**src/rtl/serial_add_ctrl_pkg.sv**
```systemverilog
// serial_arith_pkg: shared state encoding and constants for the bit-serial adder controller.
package serial_arith_pkg;
   typedef enum logic [1:0] {S_IDLE, S_RUN, S_DONE} state_t;
   localparam logic SUB_CIN = 1'b1;
endpackage

```
**src/rtl/serial_add_ctrl_if.sv**
```systemverilog
// serial_add_ctrl_if: request/response bundle between a requesting datapath and the serial adder.
interface serial_add_ctrl_if #(parameter int WIDTH = 8);
   logic             start;
   logic             sub;
   logic             cin;
   logic [WIDTH-1:0] a;
   logic [WIDTH-1:0] b;
   logic             busy;
   logic             done;
   logic [WIDTH-1:0] sum;
   logic             cout;
   modport master (output start, sub, cin, a, b, input busy, done, sum, cout);
   modport slave (input start, sub, cin, a, b, output busy, done, sum, cout);
endinterface

```
**src/rtl/serial_add_ctrl_fa_cell.sv**
```systemverilog
// fa_cell: combinational 1-bit full adder shared by the serial controller.
module fa_cell (
   input  logic a,
   input  logic b,
   input  logic ci,
   output logic s,
   output logic co
);
   assign s  = a ^ b ^ ci;
   assign co = (a & b) | (ci & (a ^ b));
endmodule

```
**src/rtl/serial_add_ctrl.sv**
```systemverilog
// serial_add_ctrl: sequences one full-adder cell LSB-first over WIDTH cycles to add or subtract.
module serial_add_ctrl import serial_arith_pkg::*; #(
   parameter  int WIDTH = 8,
   localparam int CNT_W = $clog2(WIDTH + 1)
) (
   input logic clk,
   input logic rst,
   serial_add_ctrl_if.slave bus
);
   state_t           state, state_nx;
   logic [WIDTH-1:0] sa, sb, res, sum_q;
   logic [CNT_W-1:0] cnt;
   logic             carry, cout_q, s, co, last;
   fa_cell u_fa (.a(sa[0]), .b(sb[0]), .ci(carry), .s(s), .co(co));
   assign last     = cnt == CNT_W'(WIDTH - 1);
   assign bus.busy = state == S_RUN;
   assign bus.done = state == S_DONE;
   assign bus.sum  = sum_q;
   assign bus.cout = cout_q;
   always_ff @(posedge clk) begin
      if (rst) state <= S_IDLE;
      else     state <= state_nx;
   end
   always_comb begin
      state_nx = state == S_IDLE ? (bus.start ? S_RUN : S_IDLE) :
                 state == S_RUN  ? (last ? S_DONE : S_RUN) : S_IDLE;
   end
   // Final bit lands in sum/cout on the last RUN edge so both are valid during DONE.
   always_ff @(posedge clk) begin
      if (rst) begin
         sa     <= '0;
         sb     <= '0;
         res    <= '0;
         sum_q  <= '0;
         cnt    <= '0;
         carry  <= 1'b0;
         cout_q <= 1'b0;
      end else if (state == S_IDLE && bus.start) begin
         sa    <= bus.a;
         sb    <= bus.sub ? ~bus.b : bus.b;
         carry <= bus.sub ? SUB_CIN : bus.cin;
         cnt   <= '0;
      end else if (state == S_RUN) begin
         sa    <= sa >> 1;
         sb    <= sb >> 1;
         res   <= {s, res[WIDTH-1:1]};
         carry <= co;
         cnt   <= cnt + CNT_W'(1);
         if (last) begin
            sum_q  <= {s, res[WIDTH-1:1]};
            cout_q <= co;
         end
      end
   end
endmodule

```
**src/flat_wrapper.sv**
```systemverilog
// flat-port wrapper written by rule: the top's interface ports become plain ports
module serial_add_ctrl_flat import serial_arith_pkg::*;
#(
   parameter  int WIDTH = 8,
   localparam int CNT_W = $clog2(WIDTH + 1)
)
  (clk, rst, bus_start, bus_sub, bus_cin, bus_a, bus_b, bus_busy, bus_done, bus_sum, bus_cout);
  serial_add_ctrl_if #(.WIDTH(WIDTH)) bus_i ();
  input logic clk;
  input logic rst;
  input wire logic [$bits(bus_i.start)-1:0] bus_start;
  input wire logic [$bits(bus_i.sub)-1:0] bus_sub;
  input wire logic [$bits(bus_i.cin)-1:0] bus_cin;
  input wire logic [$bits(bus_i.a)-1:0] bus_a;
  input wire logic [$bits(bus_i.b)-1:0] bus_b;
  output wire logic [$bits(bus_i.busy)-1:0] bus_busy;
  output wire logic [$bits(bus_i.done)-1:0] bus_done;
  output wire logic [$bits(bus_i.sum)-1:0] bus_sum;
  output wire logic [$bits(bus_i.cout)-1:0] bus_cout;
  assign bus_i.start = bus_start;
  assign bus_i.sub = bus_sub;
  assign bus_i.cin = bus_cin;
  assign bus_i.a = bus_a;
  assign bus_i.b = bus_b;
  assign bus_busy = bus_i.busy;
  assign bus_done = bus_i.done;
  assign bus_sum = bus_i.sum;
  assign bus_cout = bus_i.cout;
  serial_add_ctrl #(.WIDTH(WIDTH)) u_core (.clk(clk), .rst(rst), .bus(bus_i));
endmodule
```
**config.mk**
```make
export PLATFORM = sky130hd
export DESIGN_NAME = serial_add_ctrl_flat
export DESIGN_NICKNAME = d
export VERILOG_FILES = /design/src/rtl/serial_add_ctrl_pkg.sv /design/src/rtl/serial_add_ctrl_if.sv /design/src/rtl/serial_add_ctrl_fa_cell.sv /design/src/rtl/serial_add_ctrl.sv /design/src/flat_wrapper.sv
export SDC_FILE = /design/constraint.sdc
export NUM_CORES = 1
export LEC_CHECK = 0
export CAP_MARGIN = 20
export CORE_ASPECT_RATIO = 0.6
export CORE_MARGIN = 10
export CORE_UTILIZATION = 55
export CTS_CLUSTER_SIZE = 30
export DETAILED_ROUTE_END_ITERATION = 10
export PLACE_DENSITY_LB_ADDON = 0.25
export SLEW_MARGIN = 20
export SYNTH_ARGS = -nofsm -noshare
export SYNTH_HDL_FRONTEND = slang
export SYNTH_HIERARCHICAL = 1
export SYNTH_SLANG_ARGS = --single-unit
```
**constraint.sdc**
```tcl
create_clock -name clk -period 4.3 [get_ports clk]
set_clock_uncertainty 0.05 [all_clocks]
set_input_delay 1.075 -clock clk [delete_from_list [all_inputs] [get_ports clk]]
set_output_delay 1.075 -clock clk [all_outputs]
set_load 0.1 [all_outputs]
```
==> results.cfg <==
[flow_run]
drv_cap = 0

[cells_and_area]
postLayoutCoreUtil = 0.723
leading_cell_type_in_the_layout_fill_and_taps_excluded = sky130_fd_sc_hd__dfxtp_1
nets = 240
post_route_cells_drive_above_1_share = 0.0780
syn2layout_area_growth_pct = 22.0
mostFrequentLayoutCells = sky130_fd_sc_hd__dfxtp_1 (39), sky130_fd_sc_hd__clkdlybuf4s50_1 (30), sky130_fd_sc_hd__nand2_1 (23), sky130_fd_sc_hd__nand2b_1 (21), sky130_fd_sc_hd__nor2_1 (18)
antenna_cells_inserted = 0

[grt]
grt_first_pass_wirelength_mm = 6.35
grt_remaining_overflow = 0
grt_start_max_net_pins = 35
global_route.usage.total = 0.133
initial_antenna_violation_count = 0
grt_pass1_vias = 1331

[synthesis]
seq_area_frac_synth = 0.444
synthArstFlopShare = 0
postSynthRegisterBits = 39
synth_xor_xnor_area_share = 0.0499
arithmetic_cell_share_of_the_synthesized_area_counting_full_adders_half_adders_and_majority_gates = 0.0185
avgSynthCellArea_sq_um = 9.15
synth_simple_gate_area_frac = 0.249
netlist_area_sq_um = 1760
synthesis.yosys.warnings = 6
syn-instance-count = 192
synth_compound_area_frac = 0.133
synth_ff_type = sky130_fd_sc_hd__dfxtp_1
synth.mux.area_fraction = 0.0570
largest_family_of_logic_cells_by_synthesized_area = simple AND/OR/NAND/NOR gates
synth-edff-count = 0
number_of_nets_produced_by_synthesis = 215
synth_cell_types = 35

[pwr]
power_switching_mw = 0.184
pwr-share-comb = 0.129
final_total_power_mw = 0.755
seq_power_share = 0.518
power-per-cell-area_nw_per_um2 = 352
irDropWorstVdd_mv = 0.186
leakage_nw = 0.753
share_of_power_burned_in_the_clock_network = 0.353
sw_frac = 0.243
cellInternalPower_mw = 0.571

[floorplan]
die_ht_um = 63.8
die_width_um = 93.0
core-area_sq_um = 2970
number_of_top_level_design_ports = 32
initial_core_util = 0.592
dieArea_sq_um = 5930
row_count = 15

[timing]
whs_ns = 0.418
min_period_over_period = 0.764
pins_over_their_slew_limit = 0
totalNegativeSetupSlack_ns = 0
max_freq_mhz = 304
finalCriticalPeriod_ns = 3.29
max_slew_margin = 0.345
worst_slack_ns = 1.01
timing_worst_slew_pin_value_ns = 0.979
unrepaired_setup_endpoints_after_global_routing = no
setup_violations = 0
finalHoldViolCount = 0

[clock_network]
postCtsHoldBufs = 0
cts.path.max_buffers = 2
clockRootBuffer = sky130_fd_sc_hd__clkbuf_8
cts_setup_buffers = 0
cts_sinks = 39
worstSkewPairLatency_ns = 0.29
cts_tree = built
cts_repair_resize_count = 0
cts_buffers = 5
cts-htree-levels = 2
cts.reportedPaths.clkPinSlew_ns = 0.07

[setup_path]
worstPathRequired_ns = 3.17
cell_by_cell_trace_of_the_critical_path = nor2b_1, clkdlybuf4s50_1
r2r_cells = 4
crit_type = flip-flop to primary output
critical_path_sink_type = primary output
critical_path.reg2reg.startpoint = u_core/state[0]
worst-path-max-fanout = 10
timing.rr.end = u_core/sa[5]
max_stage_delay_ns = 1.16
startpoint_type = flip-flop
setup.reg_to_reg.worst_slack_ns = 2.42
critical-path-slowest-cell = sky130_fd_sc_hd__clkdlybuf4s50_1
critical_path_arrival_ns = 2.16

[route]
drc_errors = 0
detail_route.wl_per_cell_um = 14.7
ant_nets = 0
vias_per_cell = 5.44
wl_mm = 3.83
dr.first_iter.drc_count = 108
drt-pass1-iter-count = 4
total_number_of_vias = 1415

[placed_design]
io_buffers = 31
pre_cts_ws_ns = 1.34
routabilityCongestion = 0.754
post-dp-hpwl_mm = 2.71

[worst_hold_path]
hold-path-cell-count = 2
worst_hold_path.endpoint = u_core/sa[3]
min-delay-start = u_core/sa[4]
hold_class = flip-flop to flip-flop

[status]
run_status = finished clean
-- synth_stat cells (all sizes together), types with 3 or more instances --
master,count,share of area
nand2,23,0.049
clkbuf,8,0.017
nand2b,22,0.083
buf,6,0.029
a211oi,5,0.024
nor2,19,0.045
a21oi,16,0.046
dfxtp,39,0.44
o21ai,3,0.0085
xnor2,8,0.040
nor3,6,0.017
or3b,3,0.015
mux2i,10,0.057
a221o,6,0.034
-- cell families after synthesis --
logic type | Yosys count
DFF | 39
buffers and inverters | 15
xor gates and xnor gates | 10
adders and majority gates | 2
AOI/OAI and AO/OA | 34
muxes | 10
and+or+nand+nor | 82
-- worst max-delay path: cells and delay by family, from the launching register on --
kind                   cells  cell delay (ns)
buffers and inverters      1             1.16
DFF                        1             0.51
and+or+nand+nor            1             0.20
-- flip-flops by register name (all words and copies together) (netlist names) --
register,flops
u_core/bus.sum,8
u_core/res,7
u_core/cnt,4
u_core/sb,8
u_core/carry,1
u_core/sa,8
u_core/state,2
u_core/bus.cout,1
-- how the worst max path moves through the flow --
stage | from | to | slack [ns] | cells after the start
5_1_grt | u_core/state[1] | bus_done | 0.93 | 2
2_1_floorplan | u_core/state[0] | bus_done | 1.29 | 2
3_5_place_dp | u_core/state[1] | bus_done | 1.34 | 2
3_3_place_gp | u_core/state[1] | bus_done | 1.37 | 2
4_1_cts | u_core/state[1] | bus_done | 1.00 | 2
6_report | u_core/state[1] | bus_done | 1.01 | 2
-- metrics by stage --
stage | cell area [sq um] | cells
floorplan | 1760 | 192
global placement | 2040 | 252
detailed placement | 2040 | 252
CTS | 2140 | 260
global route | 2140 | 260
finish | 2140 | 260
-- power groups by stage --
stage	clock, mW	combinational, mW	sequential (mW)
finish	0.266	0.0972	0.391
global route	0.293	0.108	0.393
CTS	0.276	0.0969	0.391
detailed placement	0	0.0962	0.399
global placement	0	0.0934	0.398
floorplan	0	0.0709	0.394
-- layout make-up --
type                       instances  area (sq um)
clock buffer                       8           100
fill                             238           822
inverter                           1          3.75
multi-input combinational        138           891
sequential                        39           781
tap                               42          52.6
timing repair buffer              32           315
-- routing by layer --
layer	track usage	vias to the layer above	wire (um)
li1	-	700	-
met1	0.164	655	1780
met2	0.192	53	1680
met3	0.0513	7	279
met4	0.0824	0	86
met5	0	-	0
No activity file was read; power rests on OpenSTA's default activity.
